`src/rtl/cnn_pkg.sv`:
```
// rtl/cnn_pkg.sv - shared CNN datapath types, defaults and the ReLU clamp
package cnn_pkg;

  // Default element width of conv feature-map samples.
  localparam int DATA_WIDTH_DEF = 8;

  // Working width of the clamp helper; callers sign-extend into it and
  // truncate the result back to their own element width.
  localparam int CLAMP_WIDTH = 32;

  // Lane arbitration states shared by the ReLU lane blocks.
  typedef enum logic {
    IDLE  = 1'b0,
    BURST = 1'b1
  } relu_state_t;

  // ReLU on a two's complement value: negatives (including the most
  // negative code) become zero, everything else passes through untouched.
  function automatic logic [CLAMP_WIDTH-1:0] relu_clamp(
    input logic signed [CLAMP_WIDTH-1:0] value
  );
    return value[CLAMP_WIDTH-1] ? '0 : value;
  endfunction

endpackage

```
`src/rtl/rr_pick.sv`:
```
// rtl/rr_pick.sv - combinational round-robin selector
module rr_pick #(
  parameter int NUM_REQ = 4,
  parameter int IDX_W   = 2
) (
  input  logic [NUM_REQ-1:0] req,
  input  logic [IDX_W-1:0]   last_grant,
  output logic [NUM_REQ-1:0] grant_oh,
  output logic [IDX_W-1:0]   grant_idx,
  output logic               any_req
);

  int                cand;
  logic [IDX_W-1:0]  cand_idx;

  // Walk the requesters starting just after last_grant, wrapping around,
  // and take the first one found; last_grant itself is checked last.
  always_comb begin
    grant_oh  = '0;
    grant_idx = '0;
    any_req   = 1'b0;
    cand      = 0;
    cand_idx  = '0;
    for (int k = 1; k <= NUM_REQ; k++) begin
      cand     = (int'(last_grant) + k) % NUM_REQ;
      cand_idx = IDX_W'(cand);
      if (!any_req && req[cand_idx]) begin
        any_req            = 1'b1;
        grant_oh[cand_idx] = 1'b1;
        grant_idx          = cand_idx;
      end
    end
  end

endmodule

```
`src/rtl/relu_lane_arbiter.sv`:
```
// rtl/relu_lane_arbiter.sv - round-robin burst arbiter feeding one shared ReLU lane
module relu_lane_arbiter
  import cnn_pkg::*;
#(
  parameter int NUM_REQ    = 4,
  parameter int DATA_WIDTH = DATA_WIDTH_DEF,
  parameter int BURST_LEN  = 676
) (
  input  logic                               clk,
  input  logic                               rst,
  input  logic [NUM_REQ-1:0]                 req_valid,
  input  logic [NUM_REQ-1:0][DATA_WIDTH-1:0] req_data,
  output logic [NUM_REQ-1:0]                 req_ready,
  output logic                               out_valid,
  input  logic                               out_ready,
  output logic [DATA_WIDTH-1:0]              out_data,
  output logic [$clog2(NUM_REQ)-1:0]         out_src,
  output logic                               out_last,
  output logic                               busy
);

  localparam int SRC_W = $clog2(NUM_REQ);
  localparam int CNT_W = (BURST_LEN > 1) ? $clog2(BURST_LEN) : 1;

  localparam logic [CNT_W-1:0] LAST_COUNT = CNT_W'(BURST_LEN - 1);
  localparam logic [SRC_W-1:0] LAST_REQ   = SRC_W'(NUM_REQ - 1);

  relu_state_t          state;
  logic [SRC_W-1:0]     grant;
  logic [NUM_REQ-1:0]   grant_oh;
  logic [SRC_W-1:0]     last_grant;
  logic [CNT_W-1:0]     count;

  logic [NUM_REQ-1:0]   pick_oh;
  logic [SRC_W-1:0]     pick_idx;
  logic                 pick_any;

  logic                 lane_open;
  logic                 xfer;
  logic                 at_last;

  rr_pick #(
    .NUM_REQ (NUM_REQ),
    .IDX_W   (SRC_W)
  ) u_rr_pick (
    .req        (req_valid),
    .last_grant (last_grant),
    .grant_oh   (pick_oh),
    .grant_idx  (pick_idx),
    .any_req    (pick_any)
  );

  // The lane can take an element when a burst is granted and the output
  // register is empty or being drained this cycle.
  assign lane_open = (state == BURST) && (!out_valid || out_ready);
  assign req_ready = lane_open ? grant_oh : '0;
  assign xfer      = |(req_valid & req_ready);
  assign at_last   = (count == LAST_COUNT);
  assign busy      = (state == BURST);

  // Arbitration FSM, burst counter and the registered ReLU output stage.
  always_ff @(posedge clk) begin
    if (rst) begin
      state      <= IDLE;
      grant      <= '0;
      grant_oh   <= '0;
      last_grant <= LAST_REQ;
      count      <= '0;
      out_valid  <= 1'b0;
      out_data   <= '0;
      out_src    <= '0;
      out_last   <= 1'b0;
    end else begin
      case (state)
        IDLE: begin
          if (pick_any) begin
            state    <= BURST;
            grant    <= pick_idx;
            grant_oh <= pick_oh;
            count    <= '0;
          end
        end
        BURST: begin
          // A stalled granted channel simply holds the lane; no timeout.
          if (xfer) begin
            if (at_last) begin
              count      <= '0;
              last_grant <= grant;
              state      <= IDLE;
            end else begin
              count <= count + 1'b1;
            end
          end
        end
      endcase

      // A new element always wins over draining, giving bubble-free
      // handover when out_ready and a transfer coincide.
      if (xfer) begin
        out_valid <= 1'b1;
        out_data  <= DATA_WIDTH'(relu_clamp(CLAMP_WIDTH'($signed(req_data[grant]))));
        out_src   <= grant;
        out_last  <= at_last;
      end else if (out_ready) begin
        out_valid <= 1'b0;
      end
    end
  end

endmodule

```
`config.mk`:
```
export PLATFORM = sky130hd
export DESIGN_NAME = relu_lane_arbiter
export DESIGN_NICKNAME = d
export VERILOG_FILES = /design/src/rtl/cnn_pkg.sv /design/src/rtl/rr_pick.sv /design/src/rtl/relu_lane_arbiter.sv
export SDC_FILE = /design/constraint.sdc
export NUM_CORES = 1
export LEC_CHECK = 0
export BUFFER_PORTS_ARGS = -buffer_cell sky130_fd_sc_hd__buf_2
export CAP_MARGIN = 10
export CORE_MARGIN = 4
export CORE_UTILIZATION = 48
export CTS_CLUSTER_SIZE = 16
export DETAILED_ROUTE_END_ITERATION = 10
export PLACE_DENSITY = 0.76
export SLEW_MARGIN = 25
export SYNTH_ARGS = -nofsm -noshare
export SYNTH_HDL_FRONTEND = slang
export SYNTH_HIERARCHICAL = 1
export SYNTH_SLANG_ARGS = --single-unit
```
`constraint.sdc`:
```
create_clock -name clk -period 2.71 [get_ports clk]
set_clock_uncertainty 0.1 [all_clocks]
set_input_delay 0.542 -clock clk [delete_from_list [all_inputs] [get_ports clk]]
set_output_delay 0.542 -clock clk [all_outputs]
set_load 0.02 [all_outputs]
```
==> impl_results.md, run 1 <==
* Buffers & Inverters on Critical Path at 1
* Avg WL per Cell at 15.3 µm
* Die area at 0.00566 mm²
* Critical Path Most Common Cell: a21oi_1
* Synth Register Bits at 30
* Critical-path maximum fanout at 20
* TNS Setup at 0 ns
* Fraction of layout cells with a size suffix above 1 at 28.3%
* Clk_lat worst skew at 0.29 ns
* Total Nets Final at 354
* Placer Congestion at 0.873
* Worst VDD drop at 0.336 mV
* Top post-synthesis cells by area: dfxtp_1 28%, mux4_2 10%, nand2_1 5.4%, ha_1 5.2%, a21oi_1 3.7%
* Clock Tree Buf Depth at 2
* Busiest grt layer: met2
* Met1 GRT Util at 25.9%
* Via density per instance at 6.01
* First-pass GRT wire length at 9100 µm
* Clock power share at 42.6%
* Overall power at 1.05 mW
* Logic pwr share at 14.2%
* # diodes at 0
* Psw at 0.261 mW
* Synth Cell Area at 0.00217 mm²
* Maximum clock frequency at 0.434 GHz
* Critical path class: flip-flop to flip-flop
* Critical Path Sink Type: flip-flop
* Number of antenna violations at the first check in global routing at 0
* YS warnings at 6
* Main synth FF type: dfxtp_1
* Tcrit/Tclk final at 85.0%
* Post-CTS Resized at 0
* Req. time, crit path at 2.82 ns
* Site row count at 24
* Grt ovf at 0
* TritonCTS Buffers at 5
* Crit path depth at 7
* Share of async-settable or async-resettable flops after synthesis at 0%
* Worst setup endpoint: grant_oh[0]
* MaxCap Viol Count at 0
* Vias in the first global route at 2,045
* Io pins at 56
* Final Max Tran Viols at 0
* ANT nets after route at 0
* Synth area leader: dfxtp_1
* Status: completed
* Mean post-synth cell area at 8.60 µm²
* Clock sink count at 30
* Crit path launch type: flip-flop
* Cell class contributing the biggest share of worst-path delay: multiplexers
* Worst-margin pin slew at 0.665 ns
* Post-synth EDFFs at 0
* Initial core utilization at 49.8%
* WP data arrival at 2.41 ns
* Final setup viols at 0
* Storage cell area at 601 µm²
* R2R cell count at 7
* Crit-path cells: buf_4 > mux4_2 > or3_1 > a21oi_1 > a2111o_1 > nand2_1 > a21oi_1
* Top-area cell type share of the netlist area at 27.7%
* Worst Hold Class: flip-flop to flip-flop
* Final number of hold-violating endpoints at 0
* Post-Route WL at 5510 µm
* CP max stage cell: mux4_2
* Largest net degree at the start of global routing at 26
* Cells after Synth at 252
* Area of the multi-input gates at 0.00143 mm²
* Sequential Power Share at 43.2%
* Area grow syn2layout at 19.8%
* Cell area power density at 405 mW/mm²
* Die width at 75.2 µm
* Max-Slew Margin vs Limit at 55.3%
* GR Util All Layers at 20.6%
* Die height at 75.2 µm
* Largest stage delay, worst path at 0.69 ns
* Sequential fraction of the synthesis area at 27.7%
* CTS Hold Bufs at 0
* TritonCTS clock tree: done
* Leakage at 1.08 nW
* Met2 Usage GRT at 35.1%
* Core region area at 0.00435 mm²
* R2r endpoint: grant_oh[0]
* FF-to-FF setup slack at 0.41 ns
* RSZ-0062 raised after global routing: false
* Netlist cell types at 55
* Int Power at 0.792 mW
* Fin crit period at 2.30 ns
* CTS HTree Levels at 2
* Total vias in the final route at 2,156
* Crit path from: last_grant[0]
* Met3 Use GR at 4.67%
* Layout filler cell count at 392
* HPWL Detailed at 4190 µm
* Syn_nets at 300
* Hold Worst Slack at 0.358 ns
* Root buf cell: clkbuf_8
* Clock Pin Slew Worst Setup and Hold Paths at 0.06 ns
* DRC violations left at 0
* Count of port buffers added during placement at 54
* FF-to-FF Start: last_grant[0]
* DRT Pass-1 Iters at 4
* Post-CTS setup buffer count at 0
* Switching Fraction at 24.8%
* Drt initial violations at 181
synth_stat cells (3+ instances only):
cell type / number
inv_1: 12
dfxtp_1: 30
a211oi_1: 3
nand2_1: 31
nand3_1: 13
a31oi_1: 6
and3_1: 4
ha_1: 9
a2111o_1: 4
nor3_1: 4
nor2_1: 12
a22oi_1: 9
o21ai_0: 5
nand2b_1: 6
clkbuf_1: 6
buf_2: 6
nor2b_1: 3
o31ai_1: 4
o221ai_1: 3
mux2i_1: 3
nand4_1: 9
mux4_2: 10
or3_1: 7
a21oi_1: 16
area by class of cell:
type | count | area share [%]
multi-input cells | 193 | 55.1
flip-flops and latches | 30 | 23.1
repair buffers | 64 | 13.3
clock buffers | 6 | 2.79
well taps | 52 | 2.50
inverters | 12 | 1.73
clock inverters | 2 | 1.44
power by group through the flow:
stage	registers [mW]	logic, mW	clock network [mW]
2_1_floorplan	0.468	0.0926	0
3_3_place_gp	0.465	0.146	0
3_5_place_dp	0.465	0.149	0
4_1_cts	0.455	0.149	0.461
5_1_grt	0.456	0.163	0.479
6_report	0.455	0.149	0.448
sequential cells by signal, indices dropped and copies added, names as in the netlist:
name	cells
busy	1
last_grant	2
out_valid	1
count	10
out_data	7
grant_oh	4
out_src	2
out_last	1
grant	2
cells by family after synthesis:
family | Yosys count | synth area share, %
fa+ha+maj | 9 | 5.19
xor+xnor | 2 | 0.808
mux | 14 | 12.3
buf+inv | 29 | 6.23
other cells | 1 | 0.173
flops | 30 | 27.7
compound gates | 66 | 23.2
simple gates | 101 | 24.4
per-layer routing:
layer,part of all wire (%),vias up,routed length (µm)
met5,0,-,0
met4,1.8,0,99
met3,6.7,10,368
met2,48,87,2670
met1,43,995,2370
li1,-,1064,-
cell usage in the layout (no fill, tap or decap), drive strengths merged, types with 2 or more instances in the layout:
cell type and instances:
a211oi 4, and3 4, o21ai 5, or3 7, mux2i 3, a2111oi 3, nand2b 6, nor2 12
o221ai 3, ha 9, nor2b 3, o31ai 4, nand4 9, nand2 31, a22oi 9, dfxtp 30
inv 12, a21oi 16, mux4 10, o211a 2, clkbuf 6, a2111o 4, nand3 13, a22o 2
nor3b 2, nor3 4, a31oi 6, buf 64, a221o 2, or3b 2
worst reg2reg max path, stage by stage (launching register included):
cell and delay, ns:
dfxtp_1 0.33, buf_4 0.25, mux4_2 0.69, or3_1 0.39, a21oi_1 0.18, a2111o_1 0.13, nand2_1 0.05, a21oi_1 0.10
worst min path at each step:
stage                     start           to  slack [ns]  cells after the start
finish               out_src[0]   out_src[0]        0.36                      2
global route           out_last     out_last        0.38                      2
CTS                  out_src[0]   out_src[0]        0.36                      2
detailed placement   out_src[1]   out_src[1]        0.35                      2
global placement     out_src[0]   out_src[0]        0.34                      2
floorplan           grant_oh[2]  grant_oh[2]        0.34                      2
stage by stage:
step | utilization (%) | std cells | worst slack (ns) | area (µm²)
global placement | 57.2 | 351 | 0.357 | 2490
floorplan | - | 252 | 0.115 | 2170
finish | 59.7 | 359 | 0.407 | 2600
CTS | 59.7 | 359 | 0.414 | 2600
detailed placement | 57.2 | 351 | 0.330 | 2490
global route | 59.7 | 359 | 0.218 | 2600
Note: power is estimated with default switching activity, not from simulation.
==> inputs of run 2 (changes only) <==
==> constraint.sdc (replaced) <==
create_clock -name clk -period 2.1 [get_ports clk]
set_clock_uncertainty 0.1 [all_clocks]
set_input_delay 0.42 -clock clk [delete_from_list [all_inputs] [get_ports clk]]
set_output_delay 0.42 -clock clk [all_outputs]
set_load 0.02 [all_outputs]
==> impl_results.md, run 2 (synthesis gave the netlist of run 1 again) <==
* Status: completed
* Hold Crit Start: out_last
* Number of antenna violations at the first check in global routing at 0
* Total Nets Final at 382
* Reg with most FFs: count
* Root buf cell: clkbuf_8
* Avg WL per Cell at 16.0 µm
* Worst VDD drop at 0.413 mV
* First-pass GRT wire length at 10,100 µm
* Non-Filler Instances at 387
* Final setup viols at 0
* WP data arrival at 2.19 ns
* Tcrit/Tclk final at 98.9%
* Leakage at 1.22 nW
* Commonest cells after routing, fill and taps aside: 54 x buf_2, 36 x buf_4, 30 x nand2_1
* Req. time, crit path at 2.21 ns
* R2R cell count at 6
* ANT nets after route at 0
* TNS Setup at 0 ns
* Via density per instance at 6.04
* Hold path depth at 2
* Count of port buffers added during placement at 54
* Critical path class: flip-flop to flip-flop
* Overall power at 1.39 mW
* Drt initial violations at 185
* FF-to-FF Start: last_grant[0]
* Fraction of layout cells with a size suffix above 1 at 36.7%
* DRC violations left at 0
* Post-Route WL at 6200 µm
* Area grow syn2layout at 32.7%
* GR Util All Layers at 23.3%
* Max-Slew Margin vs Limit at 60.7%
* Clock sink count at 30
* Grt ovf at 0
* # diodes at 0
* Largest net degree at the start of global routing at 25
* Clk_lat worst skew at 0.29 ns
* Crit path launch type: flip-flop
* HPWL Detailed at 4530 µm
* Critical-path maximum fanout at 7
* Core region area at 0.00435 mm²
* Placed cells at 373
* Final Max Tran Viols at 0
* Worst Hold Class: flip-flop to flip-flop
* Worst Hold End: out_last
* Clock Pin Slew Worst Setup and Hold Paths at 0.07 ns
* Cell area power density at 483 mW/mm²
* Leading cell type in the layout, fill and taps excluded: buf_2
* Placer Congestion at 0.819
* Site row count at 24
* Fin crit period at 2.08 ns
* Hold Worst Slack at 0.366 ns
* Final number of hold-violating endpoints at 0
* Die height at 75.2 µm
* FF-to-FF setup slack at 0.02 ns
* Worst-margin pin slew at 0.588 ns
* Layout filler cell count at 362
* Clock Tree Buf Depth at 2
* Critical Path Sink Type: flip-flop
* CTS HTree Levels at 2
* RSZ-0062 raised after global routing: true
* Die area at 0.00566 mm²
* Die width at 75.2 µm
* TritonCTS clock tree: done
* DRT Pass-1 Iters at 4
* CTS Hold Bufs at 0
* R2r endpoint: grant_oh[0]
* Biggest regs: count: 10 flops, out_data: 7 flops, grant_oh: 4 flops
* TritonCTS Buffers at 5
* Number of flip-flops under the largest register name at 10
* Vias in the first global route at 2,228
* Io pins at 56
* Total vias in the final route at 2,338
* Maximum clock frequency at 0.481 GHz
* MaxCap Viol Count at 0
* Initial core utilization at 49.8%
run 2: worst max-delay path by stage:
stage,from,endpoint,slack (ns),cells after the start
after floorplan,last_grant[0],grant_oh[2],-0.07,11
after global placement,req_valid[2],grant_oh[2],-0.06,7
after detailed placement,req_valid[1],grant_oh[0],-0.09,7
after CTS,last_grant[0],grant_oh[2],0.003,8
after global routing,last_grant[0],grant_oh[1],-0.04,6
final,last_grant[0],grant_oh[0],0.02,6
run 2: timing repair:
| item | 4_1_cts | 5_1_grt |
|---|---|---|
| endpoints found under the setup margin | 4 | 6 |
| resized for setup | 0 | 8 |
| buffers inserted | 2 | 3 |
| pin swaps | 1 | 4 |
| cloned | 1 | 0 |
run 2: power breakdown:
group          leakage (nW)  total, mW  switching, mW  internal (mW)
Combinational         0.924      0.228          0.116          0.112
Clock                0.0514      0.576          0.222          0.354
Sequential            0.242      0.584        0.00632          0.578
Total                  1.22       1.39          0.345           1.04
run 2: routing by layer:
metal | vias up | track usage, % | share of wire [%]
met5 | - | 0 | 0
met4 | 0 | 10.3 | 2.6
met3 | 18 | 6.28 | 9.5
met2 | 133 | 36.8 | 46
met1 | 1063 | 29.8 | 42
li1 | 1124 | - | -
run 2: worst max-delay path: stages, from the launching register on:
cell and delay (ns):
dfxtp_4 0.42, mux4_2 0.61, or3_1 0.38, a21oi_1 0.18
a2111o_1 0.15, nand2_1 0.05, a21oi_1 0.11
run 2: layout make-up:
type,instances,area (µm²),share of cell area [%]
inverters,12,47.5,1.65
repair buffers,91,552,19.2
well taps,52,65.1,2.26
clock buffers,6,72.6,2.52
multi-input cells,194,1500,52.0
flip-flops and latches,30,606,21.1
clock inverters,2,37.5,1.30
run 2: through the flow:
step	setup WS (ns)	utilization (%)	instance area (µm²)
floorplan	-0.0689	-	2210
global placement	-0.0602	61.6	2680
detailed placement	-0.0950	61.6	2680
CTS	0.00335	65.0	2830
global route	-0.0375	66.1	2880
finish	0.0225	66.1	2880
==> inputs of run 3 (changes only) <==
--- a/config.mk
+++ b/config.mk
@@ -12,6 +12,7 @@
 export CTS_CLUSTER_SIZE = 16
 export DETAILED_ROUTE_END_ITERATION = 10
 export PLACE_DENSITY = 0.76
+export RECOVER_POWER = 25
 export SLEW_MARGIN = 25
 export SYNTH_ARGS = -nofsm -noshare
 export SYNTH_HDL_FRONTEND = slang
==> impl_results.md, run 3 (synthesis gave the netlist of run 1 again) <==
* Max-Slew Margin vs Limit at 61.0%
* Cell class contributing the biggest share of worst-path delay: simple AND/OR/NAND/NOR gates
* DRT Pass-1 Iters at 4
* Post-Route WL at 6150 µm
* Fin crit period at 2.09 ns
* TritonCTS clock tree: done
* Crit-path cells: inv_4 > ha_4 > mux4_2 > nand2_1 > o311ai_1 > or3_4 > nand2_2 > a21oi_2
* FF-to-FF setup slack at 0.01 ns
* Final setup viols at 0
* Core Util, Final at 65.8%
* Placed cells at 373
* MaxCap Viol Count at 0
* Root buf cell: clkbuf_8
* Grt ovf at 0
* Req. time, crit path at 2.16 ns
* Final number of hold-violating endpoints at 0
* ANT nets after route at 0
* Worst VDD drop at 0.413 mV
* First-pass GRT wire length at 10,100 µm
* Final std cell area, no fill at 0.00286 mm²
* TritonCTS Buffers at 5
* Critical path class: flip-flop to flip-flop
* Clock sink count at 30
* Crit path launch type: flip-flop
* Io pins at 56
* Maximum clock frequency at 0.479 GHz
* RSZ-0062 raised after global routing: true
* Worst Hold Class: flip-flop to flip-flop
* Fraction of layout cells with a size suffix above 1 at 33.7%
* Die area at 0.00566 mm²
* Clock Pin Slew Worst Setup and Hold Paths at 0.07 ns
* Leakage at 1.17 nW
* Commonest cells after routing, fill and taps aside: 44 x buf_2, 36 x buf_4, 30 x nand2_1
* GR Util All Layers at 23.3%
* CTS HTree Levels at 2
* Clock Tree Buf Depth at 2
* HPWL Detailed at 4530 µm
* Initial core utilization at 49.8%
* Non-Filler Instances at 387
* DRC violations left at 0
* Total vias in the final route at 2,345
* Worst-margin pin slew at 0.583 ns
* Drt initial violations at 180
* CP max stage cell: dfxtp_4
* Tcrit/Tclk final at 99.4%
* Number of antenna violations at the first check in global routing at 0
* WP data arrival at 2.15 ns
* Buffers & Inverters on Critical Path at 1
* Die height at 75.2 µm
* Status: completed
* Critical Path Sink Type: flip-flop
* Vias in the first global route at 2,228
* Post-DP Area at 0.00268 mm²
* Die width at 75.2 µm
* Placer Congestion at 0.819
* Area grow syn2layout at 32.1%
* Clk_lat worst skew at 0.29 ns
* Largest net degree at the start of global routing at 25
* Site row count at 24
* Count of port buffers added during placement at 54
* Critical-path maximum fanout at 10
* Final Max Tran Viols at 0
* Leading cell type in the layout, fill and taps excluded: buf_2
* TNS Setup at 0 ns
* Via density per instance at 6.06
* Total Nets Final at 382
* Avg WL per Cell at 15.9 µm
* Biggest regs: count: 10 flops, out_data: 7 flops, grant_oh: 4 flops
* Number of flip-flops under the largest register name at 10
* CTS Hold Bufs at 0
* Largest stage delay, worst path at 0.42 ns
* Cell area power density at 484 mW/mm²
* Reg with most FFs: count
* Core region area at 0.00435 mm²
* # diodes at 0
-- run 3: worst register-to-register path, cell delays in order (launching register included) --
cell and delay (ns):
dfxtp_4 0.42, inv_4 0.07, ha_4 0.33, mux4_2 0.38
nand2_1 0.09, o311ai_1 0.10, or3_4 0.36, nand2_2 0.07
a21oi_2 0.05
-- run 3: layer usage --
metal	routed length [µm]	share of wire [%]	global-route usage (%)
met5	0	0	0
met4	170	2.8	10.3
met3	587	9.6	6.28
met2	2820	46	36.8
met1	2570	42	29.8
-- run 3: cell type report --
type                            instances  area, µm²
Tap cell                               52       65.1
Multi-Input combinational cell        194       1500
Timing Repair Buffer                   91        539
Sequential cell                        30        606
Clock buffer                            6       72.6
Inverter                               12       47.5
Clock inverter                          2       37.5
Fill cell                             362       1490
-- run 3: worst paths after layout --
kind                 startpoint     endpoint  cells past startpoint
setup / recovery  last_grant[0]  grant_oh[2]                      8
hold / removal         out_last     out_last                      2
setup reg to reg  last_grant[0]  grant_oh[2]                      8
hold reg to reg        out_last     out_last                      2
-- run 3: power by group --
| group | total, mW | internal (mW) | switching, mW |
|---|---|---|---|
| Combinational | 0.227 | 0.111 | 0.116 |
| Clock | 0.576 | 0.354 | 0.223 |
| Sequential | 0.584 | 0.578 | 0.00638 |
-- run 3: repair_timing --
action,in CTS,in global routing
buffers inserted,2,3
pin swaps,1,4
setup endpoints to repair,4,6
resized for setup,0,8
cloned,1,0
-- run 3: through the flow --
stage	hold WS [ns]	power (mW)	worst slack, ns
global placement	0.342	0.814	-0.0602
floorplan	0.345	0.723	-0.0689
CTS	0.365	1.40	0.00335
finish	0.366	1.39	0.0125
detailed placement	0.343	0.818	-0.0950
global route	0.387	1.45	-0.0375
